`config.mk`:
```
export PLATFORM = sky130hd
export DESIGN_NAME = pulse_frame_reader
export DESIGN_NICKNAME = d
export VERILOG_FILES = /design/src/rtl/pulse_pkg.sv /design/src/rtl/pulse_frame_reader.sv
export SDC_FILE = /design/constraint.sdc
export NUM_CORES = 1
export LEC_CHECK = 0
export BUFFER_PORTS_ARGS = -buffer_cell sky130_fd_sc_hd__buf_2
export CAP_MARGIN = 20
export CORE_MARGIN = 4
export CORE_UTILIZATION = 46
export DETAILED_ROUTE_END_ITERATION = 16
export GPL_TIMING_DRIVEN = 0
export PLACE_DENSITY = 0.91
export SLEW_MARGIN = 20
export SYNTH_ARGS = -nofsm -noshare
export SYNTH_HDL_FRONTEND = slang
export SYNTH_SLANG_ARGS = --single-unit
```
`constraint.sdc`:
```
create_clock -name clk -period 2.2 [get_ports clk]
set_input_delay 0.55 -clock clk [delete_from_list [all_inputs] [get_ports clk]]
set_output_delay 0.55 -clock clk [all_outputs]
set_load 0.02 [all_outputs]
```
`src/rtl/pulse_pkg.sv`:
```
`default_nettype none
// ============================================================================
// pulse_pkg
//   Types and constants shared by the pulse generator and the frame reader.
//   Rev 1.0
// ============================================================================
package pulse_pkg;

    typedef enum logic [2:0] {
        IDLE = 3'd0,
        RD   = 3'd1,
        WT   = 3'd2,
        OUT  = 3'd3,
        DONE = 3'd4
    } pulse_state_e;

    localparam int          PULSE_DEPTH     = 2048;
    localparam int          PULSE_ADDR_STEP = 4;
    localparam int          PULSE_IDX_W     = 11;
    localparam logic [31:0] FP32_ZERO       = 32'h0;

endpackage
`default_nettype wire

```
`src/rtl/pulse_frame_reader.sv`:
```
`default_nettype none
// ============================================================================
// pulse_frame_reader
//   Sweeps the pulse BRAM word by word, streams each sample out over
//   valid/ready and optionally clears the word behind the read.
//   Rev 1.0
// ============================================================================
module pulse_frame_reader
    import pulse_pkg::*;
#(
    parameter int DEPTH     = PULSE_DEPTH,
    parameter int ADDR_STEP = PULSE_ADDR_STEP,
    parameter int CLEAR_EN  = 1
) (
    input  logic        clk,
    input  logic        rst_n,
    input  logic        start,
    input  logic        abort,
    output logic [31:0] bram_addr_pulse,
    output logic [31:0] bram_data_in_pulse,
    output logic        bram_we_pulse,
    output logic        ena_pulse,
    input  logic [31:0] bram_data_out_pulse,
    output logic [31:0] sample_data,
    output logic        sample_valid,
    input  logic        sample_ready,
    output logic [10:0] sample_index,
    output logic        busy,
    output logic        frame_done
);

    localparam logic [PULSE_IDX_W-1:0] c_last_idx = PULSE_IDX_W'(DEPTH - 1);
    localparam logic                   c_clear    = (CLEAR_EN != 0);

    pulse_state_e           state_q, state_d;
    logic [PULSE_IDX_W-1:0] idx_q, idx_d;
    logic [PULSE_IDX_W-1:0] index_q, index_d;
    logic [31:0]            data_q, data_d;
    logic                   valid_q, valid_d;
    logic                   ena_q, ena_d;
    logic                   we_q, we_d;

    always_ff @(posedge clk or negedge rst_n) begin
        if (!rst_n) begin
            state_q <= IDLE;
            idx_q   <= '0;
            index_q <= '0;
            data_q  <= '0;
            valid_q <= 1'b0;
            ena_q   <= 1'b0;
            we_q    <= 1'b0;
        end else begin
            state_q <= state_d;
            idx_q   <= idx_d;
            index_q <= index_d;
            data_q  <= data_d;
            valid_q <= valid_d;
            ena_q   <= ena_d;
            we_q    <= we_d;
        end
    end

    // BRAM strobes default low so the clear write spans one OUT cycle only,
    // and an abort on the WT->OUT edge drops it before it is ever driven.
    always_comb begin
        state_d = state_q;
        idx_d   = idx_q;
        index_d = index_q;
        data_d  = data_q;
        valid_d = valid_q;
        ena_d   = 1'b0;
        we_d    = 1'b0;
        if (abort) begin
            state_d = IDLE;
            valid_d = 1'b0;
        end else begin
            case (state_q)
                IDLE: begin
                    if (start) begin
                        state_d = RD;
                        idx_d   = '0;
                        ena_d   = 1'b1;
                    end
                end
                RD: begin
                    state_d = WT;
                end
                WT: begin
                    data_d  = bram_data_out_pulse;
                    index_d = idx_q;
                    valid_d = 1'b1;
                    ena_d   = c_clear;
                    we_d    = c_clear;
                    state_d = OUT;
                end
                OUT: begin
                    if (valid_q && sample_ready) begin
                        valid_d = 1'b0;
                        if (idx_q == c_last_idx) begin
                            state_d = DONE;
                        end else begin
                            idx_d   = idx_q + 1'b1;
                            ena_d   = 1'b1;
                            state_d = RD;
                        end
                    end
                end
                DONE: begin
                    state_d = IDLE;
                end
                default: begin
                    state_d = IDLE;
                    valid_d = 1'b0;
                end
            endcase
        end
    end

    assign busy               = (state_q != IDLE);
    assign frame_done         = (state_q == DONE);
    assign bram_addr_pulse    = busy ? (32'(idx_q) * 32'(ADDR_STEP)) : 32'h0;
    assign bram_data_in_pulse = FP32_ZERO;
    assign bram_we_pulse      = we_q;
    assign ena_pulse          = ena_q;
    assign sample_data        = data_q;
    assign sample_valid       = valid_q;
    assign sample_index       = index_q;

endmodule
`default_nettype wire

```
---- Word level (Yosys, flattened, before mapping) ----
Index checks and enable logic that the tools add are counted.
cells by class
  $add $sub $neg .......................... 1
  equal/unequal tests ..................... 11
  multiplexer cells ....................... 20
  bitwise operators ....................... 1
  reduce and logical (&&, ||, !) cells .... 9
operator list
  kind                   number
  $mux 11                3
  $pmux 11 s2            1
  $mux 13                1
  $mux 3                 4
  $pmux 3 s4             1
  $add 11x1->11 const B  1
  $eq 11x11->1 const B   1
  $mux 1                 8
  $eq 3x2->1 const B     2
  $ne 2x2->1 const B     3
  $ne 3x3->1 const B     2
  $pmux 1 s3             2
  $reduce_and 2->1       3
  $reduce_and 5->1       1
  $eq 3x1->1 const B     1
  $eq 3x3->1 const B     1
  $logic_not 3->1        1
  $reduce_bool 3->1      1
  $reduce_or 3->1        1
  $ne 2x1->1 const B     1
  $reduce_bool 2->1      1
  $logic_and 1x1->1      1
  $not 1->1              1
word-level totals
  register bits ........................... 60
  input port bits ......................... 37
  output and inout port bits .............. 112
  logic and storage cells ................. 49

---- Longest topological paths before layout ----
  word-level depth ........................ 5
  depth in mapped cells ................... 6
  mapped depth without buffers ............ 5

---- Worst setup path after synthesis ----
No wires, ideal clock.
  path kind ............................... reg2out
  start point ............................. register state_q[1]
  end point ............................... output busy
  data arrival time ....................... 1.224 ns
  data required time ...................... 1.650 ns
  slack ................................... 0.426 ns
  stages on the path, launching flop included .. 5
  path buffers ............................ 2
  cells stage by stage .................... dfrtp_1 buf_2 nor3_1 clkbuf_1 inv_1
between the ends
  word-level cells in the longest chain between the ends .. 1
RTL lines
  element                 RTL line                   RTL
  from (decl)             pulse_frame_reader.sv:35   pulse_state_e state_q, state_d;
  from (signal assigned)  pulse_frame_reader.sv:53   state_q <= state_d;
  $reduce_bool 3->1       pulse_frame_reader.sv:119  assign busy = (state_q != IDLE);
  to (decl)               pulse_frame_reader.sv:28   output logic busy,
Every way passes these cells.

---- Worst setup path after layout ----
  start point ............................. register state_q[0]
  end point ............................... output bram_addr_pulse[9]
between the ends
  word-level cells in the longest chain between the ends .. 2
RTL lines
  element            RTL line                   RTL
  $reduce_bool 3->1  pulse_frame_reader.sv:119
  $mux 13            pulse_frame_reader.sv:121  assign bram_addr_pulse = busy ? (32'(idx_q) * 32'(ADDR_STEP)) : 32'h0;
  to (decl)          pulse_frame_reader.sv:19   output logic [31:0] bram_addr_pulse,
Every way passes these cells.

==> flow_summary.json <==
{
  "outcome": "finished clean",
  "cts_buffers": 9,
  "clockRootBuffer": "clkbuf_8",
  "drtPass1Iterations": 4,
  "cp_max_fo": 10,
  "num_vias": 2350,
  "ios": 149,
  "n_fill_cell": 541,
  "crit_buf_inv": 3,
  "combinationalPowerShare_pct": 34.8,
  "postSynth.asyncResetShare_pct": 100,
  "gp_congestion": 0.827,
  "max_freq_mhz": 484,
  "p_per_area_nw_per_um2": 1030,
  "syn_avg_cell_area_sq_um": 11.5,
  "die_h_microns": 89.4,
  "hpwlAfterDp_microns": 5040,
  "synth_top_cell_by_area": "dfrtp_1",
  "holdWs_ns": 0.283,
  "cp-end-kind": "primary output",
  "cts_tree": "built",
  "post-route-util_pct": 63.8,
  "synthMostInstantiatedCell": "dfrtp_1",
  "crit_chain": "buf_2, nor3_4, buf_6, nor2b_1, buf_2",
  "final.period_utilization_pct": 94.0,
  "drc": 0,
  "tightestPinTransition_ns": 0.739,
  "drive_above_1_share_pct": 52.7,
  "detail_route.vias_per_cell": 4.64,
  "reg2reg_from": "idx_q[0]",
  "io_buffers": 95,
  "htree_levels": 3,
  "synth_top_area_share_pct": 49.2,
  "p_leak_nw": 2.17,
  "critPathTopFamily": "buffers and inverters",
  "startpoint_type": "flip-flop",
  "synth_area_leaders": "dfrtp_1 (49%), mux2_2 (16%), buf_4 (14%), nor2b_1 (2.1%), a21oi_1 (1.3%)",
  "cp.required_ns": 1.65,
  "die_w_microns": 89.4,
  "vdd_drop_max_mv": 0.762,
  "slew_viol_final": 0,
  "hold_path_class": "in -> async",
  "overflow": 0,
  "seq_area_sq_um": 1500,
  "pwr-share-seq_pct": 38.0,
  "min_period_ns": 2.07,
  "p_sw_mw": 1.43,
  "yosysSeqAreaShare_pct": 49.2,
  "fp-row-count": 29,
  "clk-insertion-delay-late_ns": 0.33,
  "nets": 462,
  "skew_ns": 0.00588,
  "ant_nets": 0,
  "slowest_stage": "dfrtp_1",
  "synth_edf_count": 0,
  "regToRegSetupSlack_ns": 0.17,
  "setup_tns_ns": 0,
  "cts.reportedPaths.clkPinSlew_ns": 0.06,
  "drt-initial-drc-count": 69,
  "p_sw_share_pct": 34.1,
  "slew_headroom_pct": 50.7,
  "synth.distinct_cells": 44,
  "antenna_cells": 0,
  "drv_cap": 0,
  "syn_area_sq_um": 3050,
  "antenna_found_initial": 0,
  "arrival_ns": 1.52,
  "setup_viol": 0,
  "grt_pass1_vias": 2173,
  "coreArea_sq_um": 6390,
  "grt_pass1_wl_microns": 9990,
  "fp.dieArea_sq_um": 8000,
  "syn_inst": 266,
  "rr_worst_depth": 5,
  "cts_sinks": 60,
  "r2r-end": "idx_q[3]",
  "yosys-top-cells-count": "dfrtp_1 (60), buf_4 (58), mux2_2 (43)",
  "drt-wirelength-per-cell_microns": 13.2,
  "yosys_warnings": 0,
  "wl_microns": 6680,
  "grt_max_degree": 61,
  "multi_input_area_sq_um": 1270,
  "area_delta_synth_final_pct": 33.6,
  "synth_ff_type": "dfrtp_1",
  "cpMostUsedCell": "buf_2",
  "clkPwrFrac_pct": 27.2,
  "grtUsageTotal_pct": 16.3,
  "cpPeakStageDelay_ns": 0.37,
  "synth_seq_cells": 60,
  "rsz0062_at_grt": "no",
  "p_int_mw": 2.76,
  "start_util_pct": 47.8,
  "hold_viol": 0,
  "cts_buffer_depth": 2,
  "critPathKind": "reg -> out"
}
==> worst max path at each step <==
stage	from	end	slack, ns	cells past startpoint
after floorplan	state_q[1]	busy	0.43	4
after global placement	state_q[1]	bram_addr_pulse[9]	0.11	5
after detailed placement	state_q[0]	bram_addr_pulse[9]	0.07	5
after CTS	state_q[0]	bram_addr_pulse[9]	0.02	5
after global routing	idx_q[0]	idx_q[3]	0.02	5
final	state_q[0]	bram_addr_pulse[9]	0.13	5
==> layout make-up <==
cell class              count  area share (%)
well taps                  77            2.36
plain buffers              64            11.5
clock inverters             4            1.72
inverters                   5           0.461
flip-flops and latches     60            36.9
clock buffers              12            4.05
repair buffers             95            11.7
multi-input cells         189            31.3
==> through the flow <==
step           instances  area, sq um  setup WS, ns  power [mW]
2_1_floorplan        318         3250         0.426        2.58
3_3_place_gp         490         3820         0.112        3.01
3_5_place_dp         490         3820        0.0653        3.08
4_1_cts              506         4060        0.0224        4.24
5_1_grt              506         4070        0.0181        4.43
6_report             506         4070         0.133        4.19
==> metal layers <==
| metal | track usage, % | up-vias | share of wire, % |
|---|---|---|---|
| met2 | 28.4 | 104 | 51 |
| met4 | 4.06 | 0 | 0.72 |
| met1 | 18.3 | 1106 | 37 |
| met5 | 0 | - | 0 |
| met3 | 7.00 | 7 | 11 |
| li1 | - | 1133 | - |
==> registers in the layout, indices dropped and copies added (netlist names) <==
name           count
sample_data       32
idx_q             11
sample_index      11
state_q            3
bram_we_pulse      1
ena_pulse          1
sample_valid       1
==> worst register-to-register path, stage by stage (launching register included) <==
cell and delay [ns]:
dfrtp_1 0.48, ha_1 0.27, nand2_2 0.12, nor4_2 0.60, nor3_1 0.15, a221o_1 0.29
==> power groups by stage <==
stage	logic [mW]	clock network [mW]	registers, mW
6_report	1.46	1.14	1.59
5_1_grt	1.56	1.23	1.64
4_1_cts	1.46	1.17	1.60
3_5_place_dp	1.46	0	1.62
3_3_place_gp	1.42	0	1.59
2_1_floorplan	0.558	0	2.02
==> repair_timing <==
| item | in CTS | in global routing |
|---|---|---|
| gates resized for setup | 3 | 3 |
| cloned | 0 | 0 |
| buffers inserted | 0 | 0 |
| endpoints found under the setup margin | 10 | 10 |
| hold buffers | 0 | 0 |
==> cell families (layout without fill, tap and decap cells) <==
family / after synthesis / count (layout) / synth area share, %
muxes: 44 / 44 / 16.2
adders and majority gates: 1 / 1 / 0.410
DFF: 60 / 60 / 49.2
AOI/OAI and AO/OA: 31 / 31 / 7.06
and+or+nand+nor: 60 / 60 / 11.2
buffers and inverters: 69 / 180 / 15.8
other: 1 / 53 / 0.123
==> placed cells by master, fill, tap and decap left out, drive strengths merged, types with 4 or more instances in the layout <==
master,instances
o311ai,4
nor2b,10
buf,158
clkbuf,13
inv,5
nand3,7
nor3,6
dfrtp,60
a21oi,8
o21ai,6
mux2,43
nand2,12
conb,53
nor2,10
Note: power is estimated with default switching activity, not from simulation.
